==> src/rtl/inverter_test_ctrl.sv <==
// inverter_test_ctrl
//   Sequencer for the analog inverter macro. Drives the inverter input through
//   a programmed number of full pulses (two edges each). It brings the inverter
//   output back into the clk domain, then times each edge in clk cycles. Edges
//   that are answered before TIMEOUT are counted as passes. Edges that are not
//   answered in time are counted as fails.
//
//   Ports:
//     clk        tile clock
//     rst_n      asynchronous active-low reset
//     ena        tile enable; low aborts any run (no done pulse)
//     start      single-cycle run request, honoured only in IDLE with ena high
//     n_pulses   full pulses per run, sampled on an accepted start
//     inv_out    inverter output, asynchronous to clk
//     inv_in     registered drive to the inverter input
//     busy       high in every state except IDLE
//     done       one-cycle pulse when a run completes normally
//     pass_cnt   edges answered within TIMEOUT (saturating)
//     fail_cnt   edges that timed out (saturating)
//     last_delay wait_cnt value captured at the most recent passing edge
//
//   The FSM state register is the signal "state" (type state_t).
module inverter_test_ctrl #(
   parameter int TIMEOUT     = 64,  // 4..255
   parameter int SYNC_STAGES = 2    // 2..4
) (
   input  logic       clk,
   input  logic       rst_n,
   input  logic       ena,
   input  logic       start,
   input  logic [7:0] n_pulses,
   input  logic       inv_out,
   output logic       inv_in,
   output logic       busy,
   output logic       done,
   output logic [7:0] pass_cnt,
   output logic [7:0] fail_cnt,
   output logic [7:0] last_delay
);

   typedef enum logic [2:0] {
      IDLE  = 3'd0,
      DRIVE = 3'd1,
      WAIT  = 3'd2,
      NEXT  = 3'd3,
      DONE  = 3'd4
   } state_t;

   localparam logic [7:0] TMO_LAST = 8'(TIMEOUT - 1);

   state_t state, state_nxt;

   logic [SYNC_STAGES-1:0] sync_q;
   logic                   out_s;
   logic                   level;     // inv_in value the current edge drives
   logic [7:0]             n_lat;
   logic [7:0]             wait_cnt;
   logic [8:0]             edge_cnt;

   logic accept;
   logic respond;
   logic timed_out;
   logic last_edge;
   logic abort;

   // Synchroniser for the asynchronous inverter output.
   always_ff @(posedge clk or negedge rst_n) begin
      if (!rst_n) begin
         sync_q <= '0;
      end else begin
         sync_q <= {sync_q[SYNC_STAGES-2:0], inv_out};
      end
   end
   assign out_s = sync_q[SYNC_STAGES-1];

   assign accept    = (state == IDLE) && start && ena;
   // A healthy inverter answers with the complement of the driven level.
   assign respond   = (out_s != level);
   assign timed_out = (wait_cnt == TMO_LAST);
   assign last_edge = ((edge_cnt + 9'd1) == {n_lat, 1'b0});
   assign abort     = !ena && (state != IDLE);

   always_ff @(posedge clk or negedge rst_n) begin
      if (!rst_n) begin
         state <= IDLE;
      end else begin
         state <= state_nxt;
      end
   end

   always_comb begin
      state_nxt = state;
      unique case (state)
         IDLE: begin
            if (accept) begin
               state_nxt = (n_pulses != 8'd0) ? DRIVE : DONE;
            end
         end
         DRIVE: state_nxt = WAIT;
         WAIT: begin
            if (respond || timed_out) begin
               state_nxt = NEXT;
            end
         end
         NEXT:    state_nxt = last_edge ? DONE : DRIVE;
         DONE:    state_nxt = IDLE;
         default: state_nxt = IDLE;
      endcase
      // Dropping ena wins over everything and skips the done pulse.
      if (abort) begin
         state_nxt = IDLE;
      end
   end

   assign busy = (state != IDLE);
   assign done = (state == DONE);

   always_ff @(posedge clk or negedge rst_n) begin
      if (!rst_n) begin
         inv_in     <= 1'b0;
         level      <= 1'b0;
         n_lat      <= '0;
         wait_cnt   <= '0;
         edge_cnt   <= '0;
         pass_cnt   <= '0;
         fail_cnt   <= '0;
         last_delay <= '0;
      end else if (abort) begin
         // Partial results stay visible; only the drive is parked low.
         inv_in <= 1'b0;
      end else begin
         unique case (state)
            IDLE: begin
               inv_in <= 1'b0;
               if (accept) begin
                  n_lat      <= n_pulses;
                  pass_cnt   <= '0;
                  fail_cnt   <= '0;
                  last_delay <= '0;
                  edge_cnt   <= '0;
                  wait_cnt   <= '0;
                  level      <= 1'b1;
               end
            end
            DRIVE: begin
               inv_in   <= level;
               wait_cnt <= '0;
            end
            WAIT: begin
               // A response in the timeout cycle still counts as a pass.
               if (respond) begin
                  if (pass_cnt != 8'hFF) begin
                     pass_cnt <= pass_cnt + 8'd1;
                  end
                  last_delay <= wait_cnt;
               end else if (timed_out) begin
                  if (fail_cnt != 8'hFF) begin
                     fail_cnt <= fail_cnt + 8'd1;
                  end
               end else begin
                  wait_cnt <= wait_cnt + 8'd1;
               end
            end
            NEXT: begin
               level    <= ~level;
               edge_cnt <= edge_cnt + 9'd1;
            end
            DONE: begin
               inv_in <= 1'b0;
            end
            default: begin
               inv_in <= 1'b0;
            end
         endcase
      end
   end

endmodule

==> config.mk <==
export PLATFORM = sky130hd
export DESIGN_NAME = inverter_test_ctrl
export DESIGN_NICKNAME = d
export VERILOG_FILES = /design/src/rtl/inverter_test_ctrl.sv
export SDC_FILE = /design/constraint.sdc
export NUM_CORES = 1
export LEC_CHECK = 0
export CAP_MARGIN = 10
export CORE_MARGIN = 2
export CORE_UTILIZATION = 51
export CTS_BUF_LIST = sky130_fd_sc_hd__clkbuf_4
export DETAILED_ROUTE_END_ITERATION = 12
export PLACE_DENSITY = 0.75
export SKIP_CTS_REPAIR_TIMING = 1
export SYNTH_ARGS = -nofsm -noshare
export SYNTH_HDL_FRONTEND = slang
export SYNTH_SLANG_ARGS = --single-unit
==> constraint.sdc <==
create_clock -name clk -period 2.6 [get_ports clk]
set_clock_uncertainty 0.15 [all_clocks]
set_input_delay 0.26 -clock clk [delete_from_list [all_inputs] [get_ports clk]]
set_output_delay 0.26 -clock clk [all_outputs]
set_load 0.05 [all_outputs]
* Yosys cells after proc, flatten, opt, wreduce, memory -nomap -nowiden
Index checks and enable logic that the tools add are counted.
** Storage, ports and cells
- Register bits after elaboration :: 56
- Bits of input ports :: 13
- Output and inout port bits :: 27
- Word-level logic and storage cells :: 79
** Cells by class
- $add $sub $neg :: 4
- Equality and inequality tests :: 19
- Muxes and demuxes :: 25
- Bitwise logic cells :: 2
- Reduce and logical (&&, ||, !) cells :: 19
** Operators by type and width (number)
- two-way mux 8 bit :: 9
- case mux 8 bit (2 select lines) :: 3
- adder 8 x 1 -> 8 bit (second input constant) :: 3
- case mux 8 bit (3 select lines) :: 1
- case mux 9 bit (2 select lines) :: 1
- != test 8 bit (second input constant) :: 2
- two-way mux 3 bit :: 5
- != test 2 bit (second input constant) :: 7
- case mux 3 bit (4 select lines) :: 1
- AND reduction 5 bit :: 2
- adder 9 x 1 -> 9 bit (second input constant) :: 1
- == test 9 bit :: 1
- two-way mux 9 bit :: 1
- == test 8 x 6 -> 1 bit (second input constant) :: 1
- nonzero test 8 bit :: 1
- == test 3 x 2 -> 1 bit (second input constant) :: 2
- != test 3 bit (second input constant) :: 2
- AND reduction 3 bit :: 2
- AND reduction 6 bit :: 1
- nonzero test 3 bit :: 2
- case mux 1 bit (2 select lines) :: 2
- AND reduction 4 bit :: 1
- nonzero test 2 bit :: 2
- == test 3 x 1 -> 1 bit (second input constant) :: 1
- 11 further kinds :: 15

* Depth between registers and ports, before layout
Gate-level depths: netlist of run 1.
- Word-level depth :: 6
- Depth in mapped cells :: 8
- Gate-level depth less buffers :: 7

* Worst setup path after synthesis of run 1
No wires, ideal clock.
- Kind :: reg2reg
- Start point :: register fail_cnt[0]
- End point :: register fail_cnt[5]
- Arrival time :: 2.044 ns
- Data required time :: 2.319 ns
- Path slack :: 0.276 ns
- Cell stages (with the launch flop) :: 9
- Clock period less this slack :: 2.324 ns
- Path through :: dfrtp_1 ha_1 nand3_1 nor2_1 or4_4 buf_6 nor3_2 xnor2_1 nor2_2
** Between the ends
- Longest elaborated chain between the ends :: 5
- Elaborated cells between the ends (all ways) :: 8
** RTL lines
- start: declaration :: RTL line 37 : output logic [7:0] fail_cnt,
- start signal: assignment :: RTL line 158 : fail_cnt <= fail_cnt + 8'd1;
- adder 8 x 1 -> 8 bit :: RTL line 158
- two-way mux 8 bit :: RTL line 157 : if (fail_cnt != 8'hFF) begin
- two-way mux 8 bit :: RTL line 156 : end else if (timed_out) begin
- two-way mux 8 bit :: RTL line 151 : if (respond) begin
- case mux 8 bit (2 select lines) :: RTL line 132 : unique case (state)
Several ways; a longest one is shown, not always the timed one. The select of a mux whose other input is x is not followed.
A chain may end at the register's enable or synchronous reset.

* Final worst setup path of run 1
- Start point :: register edge_cnt[0]
- End point :: register state[0]
** Between the ends
- Longest elaborated chain between the ends :: 5
** RTL lines
- start: declaration :: RTL line 58 : logic [8:0] edge_cnt;
- start signal: assignment :: RTL line 166 : edge_cnt <= edge_cnt + 9'd1;
- adder 9 x 1 -> 9 bit :: RTL line 80 : assign last_edge = ((edge_cnt + 9'd1) == {n_lat, 1'b0});
- == test 9 bit :: RTL line 80
- two-way mux 3 bit :: RTL line 105 : NEXT: state_nxt = last_edge ? DONE : DRIVE;
- case mux 3 bit (4 select lines) :: RTL line 93 : unique case (state)
- two-way mux 3 bit :: RTL line 110 : if (abort) begin
- end signal: assignment :: RTL line 87 : state <= state_nxt;
- end: declaration :: RTL line 51 : state_t state, state_nxt;
No other way between the ends.

==> flow_summary.ini, run 1 <==
[placed_design]
number_of_buffers_inserted_by_port_buffering = 39
dpl-instance-area_um2 = 3380
gp_congestion = 0.797
post-place-ws_ps = 23.3
dpl.hpwl_mm = 4.53

[outcome]
outcome = complete, no violations

[timing]
finalHoldWorstSlack_ps = 162
layout_worst_path_cycle_share = 0.929
timing.final.setup_violations = 0
worst_pin_slew_ps = 617
post-route-min-period_ps = 2410
final.setup.tns_ps = 0
final.setup.worst_slack_ps = 186
slew_viol_final = 0
grt_setup_unrepaired = false
timing.max_slew.rel_slack = 0.586
maximum_frequency_from_static_timing_analysis_mhz = 414
hold_violation_total_from_the_final_report = 0

[clocking]
clock_path_buffers = 2
root_cell_of_the_clock_tree = clkbuf_4
clock_pin_slew_of_the_registers_on_the_worst_case_setup_and_hold_paths_ps = 160
clk_latency_ps = 370
tritoncts = yes
clk_sinks = 56
clock_buffers_created_by_tritoncts = 5
h-tree-depth = 2

[floorplan]
die_height_um = 78.8
die_area_um2 = 6210
rows = 27
chipWidth_um = 78.8
start_util = 0.524
top_level_ports = 40
core-area_um2 = 5440

[drt]
postRouteWirelength_mm = 5.88
drt_pass1_iterations = 6
routed_wire_length_per_instance_um = 14.2
via_count = 2292
antenna_left = 0
remaining_drc_errors = 0
detail_route.iter0.violations = 63
vias_per_cell = 5.55

[flow_run]
timing.max_cap.violations = 0

[critical_path]
critPathSlowestCell = or4b_2
critical_path.startpoint_type = flip-flop
maximum_fanout_along_the_worst_path = 6
worstSetupStartpoint = edge_cnt[0]$_DFFE_PN0P_
cp_top_family = simple AND/OR/NAND/NOR gates
timing.critical_path.arrival_ps = 2520
critical_path.endpoint_type = flip-flop
critical_path_required_ps = 2700
critPathBufInv = 0
reg_to_reg_startpoint = edge_cnt[0]$_DFFE_PN0P_
setup.worst_path.class = flip-flop to flip-flop
worstPathCellList = ha_1 -> nand3_1 -> nor3_1 -> or4b_2 -> a31oi_1 -> nor2b_1 -> a211oi_1
timing.critical_path.slowest_cell_delay_ps = 680

[logic_synthesis]
cell_variety_after_synth = 47
ys_ff_latch = 56
synth_nets = 309
synth.top_cells.by_count = 56 x dfrtp_1, 31 x nor2_1, 26 x o21ai_0
yosys-top-cells-area = dfrtp_1 49%, xnor2_1 6.1%, o21ai_0 4.6%
ys_seq_area_frac = 0.491
synthArstFlopShare = 1.00
synth.most_common_cell = dfrtp_1
synth_top_cell_area_share = 0.491
yosysWarnings = 0
yosys.area.top_type = dfrtp_1
synth_edf_count = 0
post_synth_inst_count = 292
synth_flop_cell = dfrtp_1
synth_area_um2 = 2850
syn-mean-instance-area_um2 = 9.77

[pwr]
power.clock.fraction = 0.179
total_leakage_power_nw = 1.43
ir_drop_mv = 0.418
cell_area_power_density_nw_per_um2 = 610
power.switching_fraction = 0.352
pwr-share-seq = 0.512
total_power_mw = 2.11
cell_internal_pwr_mw = 1.37
part_of_the_power_in_combinational_logic = 0.309
switching_power_mw = 0.742

[finish]
area_growth_pct = 21.2
layout-drive-gt1-share = 0.126
diodes = 0
num-nets-final = 357
final_cell_area_um2 = 3460

[global_routing]
grt_overflow = 0
grt_start_max_net_pins = 24
grt_usage = 0.208
first_global_vias = 2267
grt_antenna_before_repair = 0
grt_pass1_wl_mm = 10.4

[worst_hold_path]
min-delay-start = inv_out
hp-class = input pin to flip-flop
[worst register-to-register path, delay by kind of cell, from the launching register on]
family	cells	cell delay [ps]
flip-flops	1	460
adder cells (fa/ha/maj)	1	290
AND/OR/NAND/NOR	4	1030
AO/OA/AOI/OAI	2	370
[cell type report]
cell class | instances | area [µm²]
flip-flops and latches | 56 | 1400
multi-input cells | 221 | 1390
clock inverters | 3 | 18.8
repair buffers | 52 | 503
inverters | 4 | 15.0
well taps | 72 | 90.1
fillers | 461 | 1980
clock buffers | 5 | 37.5
[through the flow]
stage,instances,util
floorplan,292,-
global placement,404,0.622
detailed placement,404,0.622
CTS,412,0.633
global route,413,0.635
finish,413,0.635
[cell usage in the layout (no fill, tap or decap), types with 2 or more instances in the layout]
cell type        instances
or3_1                    8
clkinv_2                 2
a21oi_1                 10
o31ai_1                  3
a22o_1                   8
ha_1                     4
dlymetal6s2s_1           2
xnor2_1                 20
clkbuf_4                 5
clkdlybuf4s50_1         36
o21ai_0                 26
xor2_1                   8
nor3_2                   4
nor2b_1                  3
nand3_1                 14
nor2_2                   2
nand2b_1                 2
nor2_1                  31
nor3_1                   9
mux2_2                   8
nand2_1                 25
buf_4                   11
dfrtp_1                 56
inv_1                    4
o41ai_1                  2
nor4_1                   3
nand4_1                  9
nand3b_1                 2
[path summary, 6_finish.rpt]
| check | endpoint | slack [ps] | cells after the start |
|---|---|---|---|
| min in group asynchronous | last_delay[4]$_DFFE_PN0P_ | 220 | 2 |
| max in group asynchronous | fail_cnt[2]$_DFFE_PN0P_ | 1440 | 3 |
| worst min register to register | sync_q[1]$_DFF_PN0_ | 250 | 0 |
| worst max register to register | state[0]$_DFFE_PN0P_ | 190 | 7 |
| worst min-delay path | sync_q[0]$_DFF_PN0_ | 160 | 1 |
| worst max-delay path | state[0]$_DFFE_PN0P_ | 190 | 7 |
[logic make-up (layout without fill, tap and decap cells)]
group | Yosys count | count (layout) | synth area share
simple gates | 125 | 125 | 0.231
compound gates | 56 | 56 | 0.119
flops | 56 | 56 | 0.491
xor+xnor | 28 | 28 | 0.0860
buf+inv | 15 | 64 | 0.0228
mux | 8 | 8 | 0.0316
fa+ha+maj | 4 | 4 | 0.0176
[power by group through the flow]
stage	Sequential [mW]	Clock (mW)	Combinational (mW)
global placement	1.09	0	0.638
finish	1.08	0.377	0.652
global route	1.10	0.429	0.719
detailed placement	1.10	0	0.653
CTS	1.08	0.387	0.654
floorplan	1.10	0	0.428
[sequential cells by signal, summed over array words and instances, names as in the netlist]
name        cells
pass_cnt        8
state           3
last_delay      8
inv_in          1
fail_cnt        8
n_lat           8
level           1
wait_cnt        8
edge_cnt        9
sync_q          2
[per-layer routing]
metal	share of wire	GRT usage	vias up
li1	-	-	1133
met1	0.46	0.278	1106
met2	0.49	0.346	43
met3	0.032	0.0386	10
met4	0.018	0.0649	0
met5	0	0	-
No activity file was read; power rests on OpenSTA's default activity.
==> run 2, diff against run 1 <==
--- a/config.mk
+++ b/config.mk
@@ -8,9 +8,9 @@
 export CAP_MARGIN = 10
 export CORE_MARGIN = 2
 export CORE_UTILIZATION = 51
-export CTS_BUF_LIST = sky130_fd_sc_hd__clkbuf_4
 export DETAILED_ROUTE_END_ITERATION = 12
 export PLACE_DENSITY = 0.75
+export REMOVE_ABC_BUFFERS = 1
 export SKIP_CTS_REPAIR_TIMING = 1
 export SYNTH_ARGS = -nofsm -noshare
 export SYNTH_HDL_FRONTEND = slang
==> constraint.sdc (replaced) <==
create_clock -name clk -period 2.6 [get_ports clk]
set_clock_uncertainty 0.15 [all_clocks]
set_input_delay 0.26 -clock clk [delete_from_list [all_inputs] [get_ports clk]]
set_output_delay 0.26 -clock clk [all_outputs]
set_load 0.01 [all_outputs]
==> run 2 against run 1 <==
Total power increased by 5.1%. Register-to-register slack improved by 100 ps. Via count down 0.57%. Wire length down 3.5%. First-iteration DRC count rose to 2.9 times the previous value. Clock power up 49%. Utilization increased by 0.48 points. Hold slack better by 44 ps. Flip-flop and latch count unchanged. Critical path depth shrank 4. Combinational power shrank 12%. Largest cell class unchanged.
==> flow_summary.ini, run 2 (same netlist as run 1, synthesis figures left out) <==
[timing]
slew_viol_final = 0
layout_worst_path_cycle_share = 0.894
grt_setup_unrepaired = false
post-route-min-period_ps = 2320
hold_violation_total_from_the_final_report = 0
worst_pin_slew_ps = 670
timing.max_slew.rel_slack = 0.553
maximum_frequency_from_static_timing_analysis_mhz = 430
timing.final.setup_violations = 0
final.setup.worst_slack_ps = 276
final.setup.tns_ps = 0
finalHoldWorstSlack_ps = 206

[drt]
drt_pass1_iterations = 4
postRouteWirelength_mm = 5.68
met1_length_mm = 2.73
met2RoutedLength_mm = 2.59
route.met3.wl_um = 282
remaining_drc_errors = 0
vias_per_cell = 5.53
dr.max_layer_used = met4
detail_route.iter0.violations = 185
antenna_left = 0
via_count = 2279
routed_wire_length_per_instance_um = 13.8

[clocking]
clk_sinks = 56
root_cell_of_the_clock_tree = clkbuf_8
clk_latency_ps = 310
clock_pin_slew_of_the_registers_on_the_worst_case_setup_and_hold_paths_ps = 90
h-tree-depth = 2
clock_path_buffers = 2
tritoncts = yes
clock_buffers_created_by_tritoncts = 5

[pwr]
ir_drop_mv = 0.350
cell_area_power_density_nw_per_um2 = 636
total_power_mw = 2.22
total_leakage_power_nw = 1.41

[finish]
area_growth_pct = 22.1
num-nets-final = 356
diodes = 0
mostFrequentLayoutCell = dfrtp_1
flip_flop_count_of_the_largest_register_after_layout = 9
top_register = edge_cnt
layout-drive-gt1-share = 0.121
layout.core_utilization = 0.640
highest_count_cells_in_the_layout_ignoring_fill_and_taps = 56 x dfrtp_1, 38 x clkdlybuf4s50_1, 31 x nor2_1

[placed_design]
number_of_buffers_inserted_by_port_buffering = 39
post-place-ws_ps = 8.89
dpl.hpwl_mm = 4.16
gp_congestion = 0.840

[critical_path]
setup.worst_path.class = flip-flop to output port
critical_path.startpoint_type = flip-flop
critical_path_required_ps = 2190
timing.critical_path.arrival_ps = 1910
maximum_fanout_along_the_worst_path = 10
critical_path.endpoint_type = output port

[floorplan]
die_area_um2 = 6210
chipWidth_um = 78.8
die_height_um = 78.8
start_util = 0.524
core-area_um2 = 5440
top_level_ports = 40
rows = 27

[global_routing]
grt_overflow = 0
grt_antenna_before_repair = 0
grt_pass1_wl_mm = 10.1
first_global_vias = 2137
grt_start_max_net_pins = 57
grt_usage = 0.206

[outcome]
outcome = complete, no violations

[flow_run]
timing.max_cap.violations = 0

[worst_hold_path]
hp-class = flip-flop to flip-flop
[run 2: layout make-up]
| class | instances | area, µm² |
|---|---|---|
| fillers | 453 | 1960 |
| flip-flops and latches | 56 | 1400 |
| well taps | 72 | 90.1 |
| multi-input cells | 221 | 1390 |
| inverters | 4 | 15.0 |
| repair buffers | 51 | 478 |
| clock buffers | 6 | 72.6 |
| clock inverters | 2 | 35.0 |
[run 2: worst max-delay path, stage by stage (launching register included)]
cell,delay (ps)
dfrtp_1,470
buf_4,200
or3_2,440
clkdlybuf4s50_1,490
[run 2: power by group]
part           internal [mW]  leakage (nW)  total, mW  switching [mW]
Sequential             0.971         0.753       1.08           0.108
Clock                  0.286        0.0552      0.562           0.275
Combinational          0.282         0.605      0.575           0.293
Total                   1.54          1.41       2.22           0.677
[run 2: worst paths after layout]
path                       depth (start not counted)                    start  slack (ps)                 endpoint
max                                                3     state[1]$_DFFE_PN0P_         280                     busy
min                                                0      sync_q[0]$_DFF_PN0_         210      sync_q[1]$_DFF_PN0_
max reg2reg                                        6  wait_cnt[0]$_DFFE_PN0P_         290  fail_cnt[4]$_DFFE_PN0P_
min reg2reg                                        0      sync_q[0]$_DFF_PN0_         210      sync_q[1]$_DFF_PN0_
max in group asynchronous                          3                    rst_n        1420  wait_cnt[1]$_DFFE_PN0P_
min in group asynchronous                          3                    rst_n         440  fail_cnt[5]$_DFFE_PN0P_
[run 2: metrics by stage]
step,area [µm²],cells
2_1_floorplan,2800,281
6_report,3480,412
5_1_grt,3480,412
4_1_cts,3470,411
3_3_place_gp,3360,403
3_5_place_dp,3360,403
[run 2: per-layer routing]
metal	GRT usage	vias up
met3	0.0477	6
met4	0.0579	0
met2	0.320	55
met1	0.293	1086
li1	-	1132
met5	0	-
==> run 3, diff against run 2 <==
==> constraint.sdc (replaced) <==
create_clock -name clk -period 2.56 [get_ports clk]
set_clock_uncertainty 0.15 [all_clocks]
set_input_delay 0.256 -clock clk [delete_from_list [all_inputs] [get_ports clk]]
set_output_delay 0.256 -clock clk [all_outputs]
set_load 0.01 [all_outputs]
==> run 3 against run 2 <==
Hold slack better by 9.9 ps. Critical path depth unchanged. Global-route usage down 0.91 points. Sequential power about the same. Sequential share of layout area down 0.14 points. Setup slack worse by 51 ps. Combinational power up 4.5%. Critical path type unchanged. Flip-flop and latch count unchanged. Non-clock buffer count up 3. Clock power down 11%.
==> flow_summary.ini, run 3 (same netlist as run 1, synthesis figures left out) <==
[outcome]
outcome = complete, no violations

[finish]
layout.core_utilization = 0.643
top_register = edge_cnt
highest_count_cells_in_the_layout_ignoring_fill_and_taps = 56 x dfrtp_1, 38 x clkdlybuf4s50_1, 31 x nor2_1
stdcell_count = 415
area_growth_pct = 22.6
layout-drive-gt1-share = 0.131
num-nets-final = 359
diodes = 0
flip_flop_count_of_the_largest_register_after_layout = 9
n_fill_cell = 475
mostFrequentLayoutCell = dfrtp_1

[placed_design]
post-place-ws_ps = -7.87
place_inst = 403
gp_congestion = 0.810
number_of_buffers_inserted_by_port_buffering = 39
dpl.hpwl_mm = 4.18

[pwr]
cell_area_power_density_nw_per_um2 = 629
ir_drop_mv = 0.337
total_leakage_power_nw = 1.42

[critical_path]
timing.critical_path.arrival_ps = 1930
critPathSlowestCell = clkdlybuf4s50_1
worstPathCellList = buf_4 -> or3_2 -> clkdlybuf4s50_1
timing.critical_path.slowest_cell_delay_ps = 490
maximum_fanout_along_the_worst_path = 9
setup.worst_path.class = flip-flop to output port
critical_path.startpoint_type = flip-flop
critical_path_required_ps = 2150
critical_path.endpoint_type = output port

[global_routing]
grt_pass1_wl_mm = 9.80
grt_usage = 0.197
first_global_vias = 2105
grt_antenna_before_repair = 0
grt_overflow = 0
grt_start_max_net_pins = 57

[clocking]
root_cell_of_the_clock_tree = clkbuf_8
clock_buffers_created_by_tritoncts = 5
h-tree-depth = 2
clock_path_buffers = 2
clk_latency_ps = 310
clk_sinks = 56
clock_pin_slew_of_the_registers_on_the_worst_case_setup_and_hold_paths_ps = 100
tritoncts = yes

[timing]
timing.max_slew.rel_slack = 0.535
maximum_frequency_from_static_timing_analysis_mhz = 428
finalHoldWorstSlack_ps = 216
slew_viol_final = 0
final.setup.tns_ps = 0
timing.final.setup_violations = 0
hold_violation_total_from_the_final_report = 0
post-route-min-period_ps = 2330
grt_setup_unrepaired = false
final.setup.worst_slack_ps = 225
layout_worst_path_cycle_share = 0.912
worst_pin_slew_ps = 697

[drt]
remaining_drc_errors = 0
via_count = 2280
antenna_left = 0
detail_route.iter0.violations = 160
drt_pass1_iterations = 4
routed_wire_length_per_instance_um = 14.0
postRouteWirelength_mm = 5.80
vias_per_cell = 5.49

[floorplan]
rows = 27
die_height_um = 78.8
core-area_um2 = 5440
start_util = 0.524
top_level_ports = 40
chipWidth_um = 78.8
die_area_um2 = 6210

[flow_run]
timing.max_cap.violations = 0

[worst_hold_path]
hp-class = flip-flop to flip-flop
run 3: worst max-delay path: cells and delay by family, from the launching register on:
| family | cells | cell delay (ps) |
|---|---|---|
| buf+inv | 2 | 700 |
| flops | 1 | 480 |
| simple gates | 1 | 440 |
run 3: power by group:
group	internal (mW)	switching, mW
Clock	0.219	0.279
Sequential	0.986	0.111
Combinational	0.295	0.306
run 3: metrics by stage:
| step | total power, mW | area [µm²] |
|---|---|---|
| 5_1_grt | 2.34 | 3490 |
| 3_5_place_dp | 1.70 | 3360 |
| 2_1_floorplan | 1.47 | 2800 |
| 3_3_place_gp | 1.68 | 3360 |
| 6_report | 2.20 | 3490 |
| 4_1_cts | 2.20 | 3460 |
run 3: cell type report:
| class | count | area [µm²] | share of cell area |
|---|---|---|---|
| clock buffer | 6 | 82.6 | 0.0236 |
| clock inverter | 2 | 15.0 | 0.00430 |
| inverter | 4 | 15.0 | 0.00430 |
| multi-input combinational | 221 | 1390 | 0.398 |
| sequential | 56 | 1400 | 0.401 |
| tap | 72 | 90.1 | 0.0258 |
| timing repair buffer | 54 | 500 | 0.143 |
run 3: worst paths after layout:
check	slack, ps	end	cells after the start	startpoint
min reg2reg	220	sync_q[1]$_DFF_PN0_	0	sync_q[0]$_DFF_PN0_
max	230	busy	3	state[1]$_DFFE_PN0P_
min in group asynchronous	450	fail_cnt[5]$_DFFE_PN0P_	3	rst_n
max in group asynchronous	1350	fail_cnt[7]$_DFFE_PN0P_	3	rst_n
max reg2reg	230	fail_cnt[3]$_DFFE_PN0P_	6	wait_cnt[0]$_DFFE_PN0P_
min	220	sync_q[1]$_DFF_PN0_	0	sync_q[0]$_DFF_PN0_
run 3: routing by layer:
metal,up-vias,wire length [µm],global-route usage
met3,4,210,0.0352
met4,0,54,0.0509
met1,1084,2890,0.281
li1,1142,-,-
met2,50,2640,0.314
met5,-,0,0
